[src/rtl/fmc150_chirp_responder.sv]
// fmc150_chirp_responder: the responder end of the chirp handshake in the
// FMC150 clock domain.
//
// Behaviour:
//   - Waits for dac_ready to stay high for HOLDOFF_CYCLES clocks, then
//     advertises chirp_ready.
//   - A chirp_init pulse starts a linear-FM chirp.
//   - While the chirp runs, one DDS phase-increment word is emitted per clock.
//   - A completed chirp produces a single chirp_done pulse.
//
// Optional feature (macro CHIRP_ABORT_EN):
//   When defined, chirp_enable low during ACTIVE aborts the chirp back to
//   READY. There is no done pulse and the chirp count does not change.
//   When undefined, chirp_enable is ignored.
module fmc150_chirp_responder #(
  parameter int unsigned HOLDOFF_CYCLES  = 4,
  parameter int unsigned CHIRP_CNT_WIDTH = 16
) (
  input  logic                       clk_fmc150,
  input  logic                       rst_fmc150,
  input  logic                       dac_ready,
  input  logic [127:0]               chirp_parameters_in,
  input  logic                       chirp_init,
  input  logic                       chirp_enable,
  output logic                       chirp_ready,
  output logic                       chirp_active,
  output logic                       chirp_done,
  output logic [31:0]                dds_phase_inc,
  output logic                       dds_valid,
  output logic [31:0]                chirp_sample_idx,
  output logic [CHIRP_CNT_WIDTH-1:0] chirp_count
);

  typedef enum logic [2:0] {
    IDLE,
    HOLDOFF,
    READY,
    ACTIVE,
    DONE
  } state_t;

  localparam logic [7:0] HOLD_LOAD = 8'(HOLDOFF_CYCLES - 1);

  state_t                     state_q;
  logic [7:0]                 hold_q;
  logic [31:0]                coef_q;
  logic [31:0]                max_q;
  logic [31:0]                phase_q;
  logic [31:0]                idx_q;
  logic                       ready_q;
  logic                       active_q;
  logic                       done_q;
  logic [CHIRP_CNT_WIDTH-1:0] count_q;
  logic                       abort;

`ifdef CHIRP_ABORT_EN
  assign abort = ~chirp_enable;
  logic unused_params;
  assign unused_params = ^chirp_parameters_in[127:96];
`else
  assign abort = 1'b0;
  logic unused_params;
  assign unused_params = ^{chirp_parameters_in[127:96], chirp_enable};
`endif

  // Handshake FSM.
  // phase_q is both the DDS output register and the frequency accumulator;
  // it is zeroed whenever the FSM leaves ACTIVE.
  always_ff @(posedge clk_fmc150) begin
    if (rst_fmc150) begin
      state_q  <= IDLE;
      hold_q   <= '0;
      coef_q   <= '0;
      max_q    <= '0;
      phase_q  <= '0;
      idx_q    <= '0;
      ready_q  <= 1'b0;
      active_q <= 1'b0;
      done_q   <= 1'b0;
      count_q  <= '0;
    end else begin
      done_q <= 1'b0;
      if (!dac_ready) begin
        state_q  <= IDLE;
        hold_q   <= '0;
        phase_q  <= '0;
        idx_q    <= '0;
        ready_q  <= 1'b0;
        active_q <= 1'b0;
      end else begin
        case (state_q)
          IDLE: begin
            state_q <= HOLDOFF;
            hold_q  <= HOLD_LOAD;
          end
          HOLDOFF: begin
            if (hold_q == 8'd0) begin
              state_q <= READY;
              ready_q <= 1'b1;
            end else begin
              hold_q <= hold_q - 8'd1;
            end
          end
          READY: begin
            if (chirp_init) begin
              state_q  <= ACTIVE;
              ready_q  <= 1'b0;
              active_q <= 1'b1;
              coef_q   <= chirp_parameters_in[63:32];
              max_q    <= chirp_parameters_in[31:0];
              phase_q  <= chirp_parameters_in[95:64];
              idx_q    <= '0;
            end
          end
          ACTIVE: begin
            if (abort) begin
              state_q  <= READY;
              ready_q  <= 1'b1;
              active_q <= 1'b0;
              phase_q  <= '0;
              idx_q    <= '0;
            end else if (idx_q == max_q) begin
              state_q  <= DONE;
              active_q <= 1'b0;
              done_q   <= 1'b1;
              phase_q  <= '0;
              idx_q    <= '0;
              count_q  <= count_q + CHIRP_CNT_WIDTH'(1);
            end else begin
              phase_q <= phase_q + coef_q;
              idx_q   <= idx_q + 32'd1;
            end
          end
          DONE: begin
            state_q <= READY;
            ready_q <= 1'b1;
          end
          default: begin
            state_q <= IDLE;
          end
        endcase
      end
    end
  end

  assign chirp_ready      = ready_q;
  assign chirp_active     = active_q;
  assign dds_valid        = active_q;
  assign chirp_done       = done_q;
  assign dds_phase_inc    = phase_q;
  assign chirp_sample_idx = idx_q;
  assign chirp_count      = count_q;

endmodule

[config.mk]
export PLATFORM = sky130hd
export DESIGN_NAME = fmc150_chirp_responder
export DESIGN_NICKNAME = d
export VERILOG_FILES = /design/src/rtl/fmc150_chirp_responder.sv
export SDC_FILE = /design/constraint.sdc
export NUM_CORES = 1
export LEC_CHECK = 0
export CORE_AREA = 2 2 140 142
export CTS_CLUSTER_DIAMETER = 80
export DETAILED_ROUTE_END_ITERATION = 6
export DIE_AREA = 0 0 142 144
export GPL_TIMING_DRIVEN = 0
export PLACE_DENSITY_LB_ADDON = 0.2
export SLEW_MARGIN = 10
export SYNTH_ARGS = -nofsm -noshare
export SYNTH_HDL_FRONTEND = slang
export SYNTH_SLANG_ARGS = --single-unit
[constraint.sdc]
create_clock -name clk_fmc150 -period 2.5 [get_ports clk_fmc150]
set_clock_uncertainty 0.2 [all_clocks]
set_input_delay 0.5 -clock clk_fmc150 [delete_from_list [all_inputs] [get_ports clk_fmc150]]
set_output_delay 0.5 -clock clk_fmc150 [all_outputs]
set_load 0.02 [all_outputs]
==> results.sh, run 1 <==
export IMPL_dr_max_layer_used="met4"
export IMPL_rsz0062_at_grt="yes"
export IMPL_final_setup_viol_count=13
export IMPL_avgSynthCellArea_um2=7.902
export IMPL_max_freq_ghz=0.3610
export IMPL_max_slew_margin_pct=25.58
export IMPL_multi_input_area_um2=5578
export IMPL_worst_slew_pin_slew_ns=1.105
export IMPL_worst_endpoint_required_ns=2.68
export IMPL_ctsHtreeMaxLevel=4
export IMPL_final_max_slew_violation_count=0
export IMPL_numPortBuffers=182
export IMPL_area_delta_synth_final_pct=46.06
export IMPL_ios=217
export IMPL_hold_path_class="flip-flop to flip-flop"
export IMPL_period_share_pct=110.8
export IMPL_final_hold_viol_count=0
export IMPL_placed_cell_area_um2=10590
export IMPL_dieArea_um2=20450
export IMPL_peakVddDrop_v=0.0004944
export IMPL_postCtsHoldBufs=0
export IMPL_gp_congestion=0.9468
export IMPL_vias=8950
export IMPL_async_flop_share_pct=0
export IMPL_netlist_area_um2=8423
export IMPL_antenna_found_initial=1
export IMPL_drive_gt1_share_pct=18.22
export IMPL_clock_latency_ns=0.44
export IMPL_crit_path_end_kind="flip-flop"
export IMPL_grt_max_degree=17
export IMPL_grt_use_total_pct=26.30
export IMPL_wl_met2_um=13980
export IMPL_initial_utilization_pct=44.15
export IMPL_start_kind="flip-flop"
export IMPL_met3_wirelength_um=1739
export IMPL_drt_vias_per_instance=5.730
export IMPL_criticalPathCategory="flip-flop to flip-flop"
export IMPL_synth_edff_count=0
export IMPL_ys_warn_count=0
export IMPL_clk_pin_slew_worst_paths_ns=0.07
export IMPL_cts_tree="done"
export IMPL_clk_path_buf_depth=2
export IMPL_cts_sinks=158
export IMPL_drt_iter0_drc=641
export IMPL_p_leak_uw=0.004344
export IMPL_ant_nets=0
export IMPL_numCtsBuffers=17
export IMPL_grt_pass1_wl_um=42150
export IMPL_clockRootBuffer="clkbuf_16"
export IMPL_drcViolationCount=0
export IMPL_synth_cells=1066
export IMPL_drt_total_wl_um=28390
export IMPL_dr_pass1_iters=6
export IMPL_ys_ff_latch=158
export IMPL_drv_cap=0
export IMPL_die_y_um=144
export IMPL_synth_cell_types=66
export IMPL_cellPowerDensity_nw_per_um2=460.3
export IMPL_status="finished with violations"
export IMPL_grt_pass1_vias=8265
export IMPL_grt_ovfl_total=0
export IMPL_violations="negative setup slack"
export IMPL_n_fill_cell=1613
export IMPL_final_area_um2=12300
export IMPL_seqCellArea_um2=3243
export IMPL_synth_nets=1235
export IMPL_seq_area_frac_synth_pct=37.55
export IMPL_critPathMaxFanout=5
export IMPL_wl_met1_um=11890
export IMPL_wire_per_inst_um=18.18
export IMPL_synthFlopType="dfxtp_1"
export IMPL_core_area_um2=19080
export IMPL_row_count=51
export IMPL_arrival_ns=2.95
export IMPL_die_width_um=142
export IMPL_min_period_ns=2.770
export IMPL_finalWorstSetupSlack_ns=-0.2700
export IMPL_nets=1479
export IMPL_dpl_hpwl_um=19990
export IMPL_dpl_cell_count=1486
export IMPL_fin_cells=1562
[critical path, stage by stage (launching register included)]
cell,delay (ns)
dfxtp_4,0.36
ha_4,0.13
inv_2,0.03
fa_2,0.34
nor2b_2,0.13
o211ai_1,0.15
a211oi_2,0.25
buf_4,0.17
nor2_4,0.06
a31oi_4,0.31
buf_4,0.17
xor2_1,0.14
nand2_1,0.10
a21oi_2,0.15
[metrics by stage]
step	utilization (%)	worst slack [ns]	hold WS (ns)	TNS, ns	power (µW)
after global placement	55.53	-0.6898	0.2477	-57.98	3009
after detailed placement	55.53	-0.6616	0.2519	-58.25	3014
after CTS	60.75	-0.2269	0.2600	-1.648	5663
final	64.48	-0.2700	0.2619	-2.135	5663
after floorplan	-	0.003707	0.2400	0	2775
after global routing	64.48	-0.3740	0.2845	-3.876	5822
[cell usage after synthesis (2+ instances only)]
library cell  number  share of area [%]
nand2_1          191                8.5
dfxtp_1          158                 38
a21oi_1          144                8.6
nor2_1            69                3.1
o21ai_0           52                3.1
xnor2_1           52                5.4
clkbuf_1          49                2.2
ha_1              35                5.2
xor2_1            32                3.3
nor3_1            30                1.8
nand3_1           29                1.7
nand4_1           24                1.8
o22ai_1           22                1.6
a311oi_1          18                1.9
inv_1             13               0.58
mux2i_1           13                1.5
and3_1            10               0.74
buf_2             10               0.59
a31oi_1            9               0.67
a21o_1             7               0.62
o211a_1            7               0.83
nor4_1             6               0.45
o211ai_1           6               0.53
o21a_1             6               0.53
a41oi_1            5               0.52
or3_1              5               0.37
a211oi_1           4               0.36
nand2b_1           4               0.30
and2_1             3               0.22
and4_1             3               0.31
and4_4             3               0.40
nand3b_1           3               0.27
o221ai_1           3               0.31
a2111oi_0          2               0.21
a211oi_2           2               0.30
a21boi_0           2               0.18
nor2_2             2               0.15
nor2b_1            2               0.15
o21ai_1            2               0.12
or2_2              2               0.15
or4_1              2               0.18
[sequential cells by signal, summed over array words and instances (netlist names)]
register	cells
chirp_count	16
chirp_done	1
hold_q	8
dds_phase_inc	32
coef_q	32
max_q	32
state_q	3
chirp_active	1
chirp_ready	1
chirp_sample_idx	32
[area by class of cell]
type / instances / share of cell area, %
timing repair buffer: 232 / 18.15
clock inverter: 12 / 1.322
antenna: 1 / 0.02034
sequential: 158 / 26.36
inverter: 14 / 0.4678
buffer: 54 / 2.370
multi-input combinational: 833 / 45.34
tap: 238 / 2.420
clock buffer: 20 / 3.549
[power by group]
part	switching (µW)	internal, µW
Clock	1090	1580
Sequential	18.1	2520
Combinational	219	234
Total	1330	4340
[worst paths after layout]
| kind | from | to | slack, ns | cells after the start |
|---|---|---|---|---|
| max | dds_phase_inc[0] | dds_phase_inc[14] | -0.27 | 13 |
| min | coef_q[27] | coef_q[27] | 0.26 | 2 |
| min reg2reg | coef_q[27] | coef_q[27] | 0.26 | 2 |
| max reg2reg | dds_phase_inc[0] | dds_phase_inc[14] | -0.27 | 13 |
[kinds of logic (layout without fill, tap and decap cells)]
| family | after synthesis | in the layout | synth area share (%) |
|---|---|---|---|
| buffers and inverters | 75 | 332 | 3.535 |
| AOI/OAI and AO/OA | 302 | 302 | 21.46 |
| muxes | 14 | 14 | 1.678 |
| and+or+nand+nor | 397 | 397 | 21.60 |
| adders and majority gates | 36 | 36 | 5.437 |
| DFF | 158 | 158 | 37.55 |
| other | 0 | 1 | 0 |
| xor gates and xnor gates | 84 | 84 | 8.734 |
[metal layers]
layer  vias up  global-route usage [%]
met1      4237                   32.64
met3        64                   5.099
met5         -                       0
li1       4309                       -
met4         0                   10.89
met2       340                   44.85
[what timing repair did]
item,CTS,global route
pin swaps,26,54
setup endpoints to repair,143,142
buffers inserted,17,33
gates resized for setup,69,135
gates cloned,0,1
[layout by cell type, fill, tap and decap left out, types with 10 or more instances in the layout]
cell             netlist  layout
xor2_1                32      32
clkdlybuf4s50_1        0     182
nor2_1                69      64
buf_6                  0      10
nand2_1              191     188
a311oi_1              18      17
dfxtp_1              158     116
ha_1                  35      23
and3_1                10      10
xnor2_1               52      40
inv_1                 13      11
o22ai_1               22      21
dfxtp_4                0      11
mux2i_1               13      13
a21oi_1              144     125
buf_4                  1      46
o21ai_0               52      44
a21oi_2                0      15
clkbuf_16              0      18
nor3_1                30      27
dfxtp_2                0      31
nand4_1               24      24
nand3_1               29      28
clkbuf_1              49      36
Power figures use the tool's default switching activity.
==> inputs of run 2 (changes only) <==
--- a/config.mk
+++ b/config.mk
@@ -5,10 +5,10 @@
 export SDC_FILE = /design/constraint.sdc
 export NUM_CORES = 1
 export LEC_CHECK = 0
-export CORE_AREA = 2 2 140 142
+export CORE_AREA = 4 4 109 188
 export CTS_CLUSTER_DIAMETER = 80
 export DETAILED_ROUTE_END_ITERATION = 6
-export DIE_AREA = 0 0 142 144
+export DIE_AREA = 0 0 113 192
 export GPL_TIMING_DRIVEN = 0
 export PLACE_DENSITY_LB_ADDON = 0.2
 export SLEW_MARGIN = 10
==> run 2 against run 1 <==
Net effect: the run still ends with negative setup slack left; first-iteration DRC count decreased by 17%; power grew 6.6%; non-clock buffer count down 15; hold slack worse by 0.0044 ns; flip-flop and latch count stayed put; register-to-register slack gained 0.05 ns; worst setup slack improved by 0.046 ns; sequential share of layout area grew 0.15 points; count of clock-buffer cells in the layout down 1; maximum frequency increased by 1.7%; die area rose by 6.1%; critical path type unchanged.
==> results.sh, run 2 (synthesis gave the netlist of run 1 again) <==
export IMPL_status="finished with violations"
export IMPL_violations="negative setup slack"
export IMPL_drt_iter0_drc=535
export IMPL_drcViolationCount=0
export IMPL_worst_slew_pin_slew_ns=0.9260
export IMPL_grt_max_degree=17
export IMPL_ant_nets=0
export IMPL_clock_latency_ns=0.44
export IMPL_grt_ovfl_total=0
export IMPL_rsz0062_at_grt="yes"
export IMPL_drt_total_wl_um=30560
export IMPL_row_count=67
export IMPL_final_common_cell="nand2_1"
export IMPL_arrival_ns=2.82
export IMPL_numCtsBuffers=17
export IMPL_tns_ns=-1.392
export IMPL_vias=8946
export IMPL_die_width_um=113
export IMPL_numPortBuffers=182
export IMPL_dieArea_um2=21700
export IMPL_p_sw_uw=1355
export IMPL_criticalPathCategory="flip-flop to flip-flop"
export IMPL_wire_per_inst_um=19.73
export IMPL_cellPowerDensity_nw_per_um2=497.0
export IMPL_clockRootBuffer="clkbuf_16"
export IMPL_grt_pass1_vias=9008
export IMPL_finish_utilization_pct=63.80
export IMPL_clk_path_buf_depth=2
export IMPL_worst_endpoint_required_ns=2.60
export IMPL_p_sw_share_pct=22.45
export IMPL_drv_cap=0
export IMPL_hold_path_class="flip-flop to flip-flop"
export IMPL_clock_power_share_pct=50.7
export IMPL_period_share_pct=109.0
export IMPL_drive_gt1_share_pct=16.45
export IMPL_cp_cell_sequence="ha_4 > inv_2 > fa_2 > nor2b_2 > o211ai_1 > a211oi_2 > nor2_4 > o311ai_4 > a31oi_1 > xor2_1 > o22ai_1"
export IMPL_final_setup_viol_count=13
export IMPL_die_y_um=192
export IMPL_dpl_hpwl_um=22610
export IMPL_dr_pass1_iters=5
export IMPL_grt_pass1_wl_um=46400
export IMPL_combPwrFrac_pct=7.1
export IMPL_p_leak_uw=0.004311
export IMPL_slowest_stage="dfxtp_2"
export IMPL_max_freq_ghz=0.3671
export IMPL_critPathMaxFanout=4
export IMPL_p_int_uw=4680
export IMPL_cts_sinks=158
export IMPL_ios=217
export IMPL_finalWorstSetupSlack_ns=-0.2238
export IMPL_crit_path_end_kind="flip-flop"
export IMPL_final_area_um2=12140
export IMPL_placed_cell_area_um2=10600
export IMPL_critPathMaxStageDelay_ns=0.36
export IMPL_final_hold_viol_count=0
export IMPL_core_area_um2=19030
export IMPL_area_delta_synth_final_pct=44.15
export IMPL_grt_use_total_pct=27.32
export IMPL_antenna_found_initial=1
export IMPL_ctsHtreeMaxLevel=4
export IMPL_cts_tree="done"
export IMPL_finalPower_uw=6035
export IMPL_initial_utilization_pct=44.26
export IMPL_n_fill_cell=1663
export IMPL_min_period_ns=2.724
export IMPL_mostFrequentLayoutCells="nand2_1, clkdlybuf4s50_1, a21oi_1, dfxtp_1, nor2_1"
export IMPL_gp_congestion=0.9508
export IMPL_peakVddDrop_v=0.0003276
export IMPL_start_kind="flip-flop"
export IMPL_final_max_slew_violation_count=0
export IMPL_drt_vias_per_instance=5.775
export IMPL_max_slew_margin_pct=37.61
export IMPL_pwr_share_seq_pct=42.2
export IMPL_fin_hold_ws_ns=0.2575
export IMPL_clk_pin_slew_worst_paths_ns=0.06
export IMPL_nets=1464
run 2: metal layers:
metal / vias to the layer above / GRT usage [%] / share of wire [%]
met5: - / 0 / 0
met4: 0 / 16.47 / 6.2
met3: 108 / 3.846 / 5.2
met2: 357 / 52.42 / 54
met1: 4212 / 27.21 / 35
li1: 4269 / - / -
run 2: path summary, 6_finish.rpt:
check	from	to	slack (ns)	depth (start not counted)
worst max-delay path	coef_q[0]	dds_phase_inc[28]	-0.22	11
worst min-delay path	coef_q[25]	coef_q[25]	0.26	2
worst max register to register	coef_q[0]	dds_phase_inc[28]	-0.22	11
worst min register to register	coef_q[25]	coef_q[25]	0.26	2
run 2: final cells by class:
class                   count  area, µm²  share of cell area (%)
plain buffers              54      271.5                   2.236
diodes                      1      2.502                 0.02061
clock inverters            12      232.7                   1.917
clock buffers              19      452.9                   3.730
flip-flops and latches    158       3219                   26.51
inverters                  14      52.55                  0.4328
well taps                 241      301.5                   2.484
multi-input cells         833       5505                   45.34
repair buffers            217       2103                   17.32
run 2: stage by stage:
stage	worst slack, ns	cells
3_5_place_dp	-0.5902	1489
2_1_floorplan	0.003707	1066
5_1_grt	-0.3185	1549
3_3_place_gp	-0.6144	1489
6_report	-0.2238	1549
4_1_cts	-0.2616	1533
run 2: timing repair:
item	in CTS	in global routing
gates resized for setup	85	95
setup buffers	16	19
hold buffers	0	0
setup endpoints to repair	141	85
pin swaps	18	53
run 2: worst max-delay path: cells and delay by family, from the launching register on:
kind / cells / cell delay (ns)
buffers and inverters: 1 / 0.03
adder cells (fa/ha/maj): 2 / 0.48
AND/OR/NAND/NOR: 2 / 0.24
flip-flops: 1 / 0.36
AO/OA/AOI/OAI: 5 / 1.09
XOR/XNOR: 1 / 0.20
run 2: power by group through the flow:
stage | logic, µW | registers, µW | clock network, µW
after floorplan | 167 | 2610 | 0
after global placement | 403 | 2610 | 0
after detailed placement | 406 | 2610 | 0
after CTS | 421 | 2550 | 3070
after global routing | 459 | 2550 | 3170
final | 429 | 2540 | 3060
==> inputs of run 3 (changes only) <==
==> constraint.sdc (replaced) <==
create_clock -name clk_fmc150 -period 2.5 [get_ports clk_fmc150]
set_clock_uncertainty 0.2 [all_clocks]
set_input_delay 0.75 -clock clk_fmc150 [delete_from_list [all_inputs] [get_ports clk_fmc150]]
set_output_delay 0.75 -clock clk_fmc150 [all_outputs]
set_load 0.02 [all_outputs]
==> run 3 against run 2 <==
Net effect: the run still ends with negative setup slack left; power about the same; combinational power is essentially flat; hold slack barely moved; maximum frequency is 0.90% lower; largest power group unchanged; critical path depth unchanged; register-to-register slack lost 0.02 ns; final cell count unchanged; wire length is 0.24% higher; critical path type unchanged; count of clock-buffer cells in the layout unchanged.
==> results.sh, run 3 (synthesis gave the netlist of run 1 again) <==
export IMPL_status="finished with violations"
export IMPL_violations="negative setup slack"
export IMPL_nets=1464
export IMPL_dr_pass1_iters=5
export IMPL_crit_family="compound AO/OA/AOI/OAI gates"
export IMPL_r2r_slack_ns=-0.25
export IMPL_mostFrequentLayoutCells="nand2_1, clkdlybuf4s50_1, dfxtp_1"
export IMPL_max_freq_ghz=0.3638
export IMPL_placed_cell_area_um2=10600
export IMPL_final_area_um2=12090
export IMPL_dp_slack_ns=-0.8402
export IMPL_cts_sinks=158
export IMPL_max_slew_margin_pct=36.90
export IMPL_ctsHtreeMaxLevel=4
export IMPL_cp_cell_sequence="ha_4 > inv_2 > fa_2 > nor2b_2 > o211ai_1 > a211oi_2 > nor2_4 > o311ai_4 > a31oi_1 > xor2_1 > o22ai_1"
export IMPL_cts_tree="done"
export IMPL_grt_pass1_wl_um=46420
export IMPL_vias=8984
export IMPL_slowest_stage="a211oi_2"
export IMPL_critPathMaxStageDelay_ns=0.38
export IMPL_p_leak_uw=0.004500
export IMPL_period_share_pct=109.9
export IMPL_final_max_slew_violation_count=0
export IMPL_fin_cells=1549
export IMPL_worst_endpoint_required_ns=2.60
export IMPL_final_hold_viol_count=0
export IMPL_criticalPathCategory="flip-flop to flip-flop"
export IMPL_grt_use_total_pct=27.29
export IMPL_drcViolationCount=0
export IMPL_core_area_um2=19030
export IMPL_start_kind="flip-flop"
export IMPL_wire_per_inst_um=19.78
export IMPL_grt_max_degree=17
export IMPL_final_setup_viol_count=13
export IMPL_hold_path_class="flip-flop to flip-flop"
export IMPL_min_period_ns=2.749
export IMPL_r2r_start="coef_q[0]"
export IMPL_n_fill_cell=1663
export IMPL_cellPowerDensity_nw_per_um2=498.9
export IMPL_numCtsBuffers=17
export IMPL_dieArea_um2=21700
export IMPL_dpl_hpwl_um=22610
export IMPL_finalWorstSetupSlack_ns=-0.2486
export IMPL_critPathCapture="dds_phase_inc[28]"
export IMPL_ios=217
export IMPL_clk_pin_slew_worst_paths_ns=0.06
export IMPL_dpl_cell_count=1489
export IMPL_grt_pass1_vias=9042
export IMPL_drv_cap=0
export IMPL_hp_start="coef_q[25]"
export IMPL_drt_vias_per_instance=5.800
export IMPL_reg2reg_to="dds_phase_inc[28]"
export IMPL_cp_startpoint="coef_q[0]"
export IMPL_clk_path_buf_depth=2
export IMPL_grt_ovfl_total=0
export IMPL_worst_path_buf_inv=1
export IMPL_drt_total_wl_um=30630
export IMPL_drive_gt1_share_pct=16.53
export IMPL_antenna_found_initial=1
export IMPL_tns_ns=-1.764
export IMPL_gp_congestion=0.9508
export IMPL_die_y_um=192
export IMPL_crit_path_end_kind="flip-flop"
export IMPL_arrival_ns=2.85
export IMPL_worst_path_stages=11
export IMPL_area_delta_synth_final_pct=43.52
export IMPL_worst_slew_pin_slew_ns=0.9367
export IMPL_finalPower_uw=6031
export IMPL_peakVddDrop_v=0.0003273
export IMPL_numPortBuffers=182
export IMPL_final_common_cell="nand2_1"
export IMPL_clockRootBuffer="clkbuf_16"
export IMPL_ant_nets=0
export IMPL_critPathMaxFanout=4
export IMPL_initial_utilization_pct=44.26
export IMPL_clock_latency_ns=0.43
export IMPL_die_width_um=113
export IMPL_r2r_cells=11
export IMPL_row_count=67
export IMPL_rsz0062_at_grt="yes"
export IMPL_drt_iter0_drc=544
-- run 3: cell count changes in the layout (fill, tap and decap cells not counted), sizes merged --
cell | before | now
dlygate4sd2 | 0 | 10
clkdlybuf4s50 | 182 | 163
dlymetal6s2s | 0 | 7
clkbuf | 61 | 63
-- run 3: area by class of cell --
type	count	area (µm²)	area share (%)
clock inverters	12	232.7	1.925
inverters	14	52.55	0.4347
flip-flops and latches	158	3213	26.58
clock buffers	19	452.9	3.747
plain buffers	56	287.8	2.380
multi-input cells	833	5461	45.18
well taps	241	301.5	2.494
diodes	1	2.502	0.02070
repair buffers	215	2085	17.24
-- run 3: worst register-to-register path: cells and delay by family, from the launching register on --
| kind | cells | cell delay [ns] |
|---|---|---|
| simple gates | 2 | 0.24 |
| compound gates | 5 | 1.11 |
| fa+ha+maj | 2 | 0.48 |
| buf+inv | 1 | 0.03 |
| xor+xnor | 1 | 0.20 |
| flops | 1 | 0.36 |
-- run 3: where the power goes --
group | switching (µW) | total, µW | internal, µW
Sequential | 17.7 | 2550 | 2530
Clock | 1120 | 3050 | 1930
Combinational | 213 | 432 | 219
-- run 3: how the worst min path moves through the flow --
stage / end / slack (ns) / cells after the start
3_3_place_gp: coef_q[24] / 0.25 / 2
6_report: coef_q[25] / 0.26 / 2
3_5_place_dp: coef_q[25] / 0.25 / 2
5_1_grt: coef_q[25] / 0.29 / 2
2_1_floorplan: coef_q[10] / 0.24 / 2
4_1_cts: coef_q[25] / 0.26 / 2
-- run 3: per-stage QoR --
stage          hold slack, ns  util, %
6_report               0.2574    63.53
5_1_grt                0.2853    63.53
4_1_cts                0.2628    61.69
3_5_place_dp           0.2537    55.69
3_3_place_gp           0.2495    55.69
2_1_floorplan          0.2400        -
-- run 3: metal layers --
metal	vias up	share of wire [%]	GRT usage, %
met1	4252	35	27.09
met3	96	5.0	3.878
met4	0	5.9	17.08
met5	-	0	0
li1	4276	-	-
met2	360	54	52.15
-- run 3: timing repair --
action	in CTS	in global routing
hold buffers	0	0
resized for setup	104	88
endpoints found under the hold margin	0	0
buffers inserted	16	17
setup endpoints to repair	162	99
pin swaps	19	39
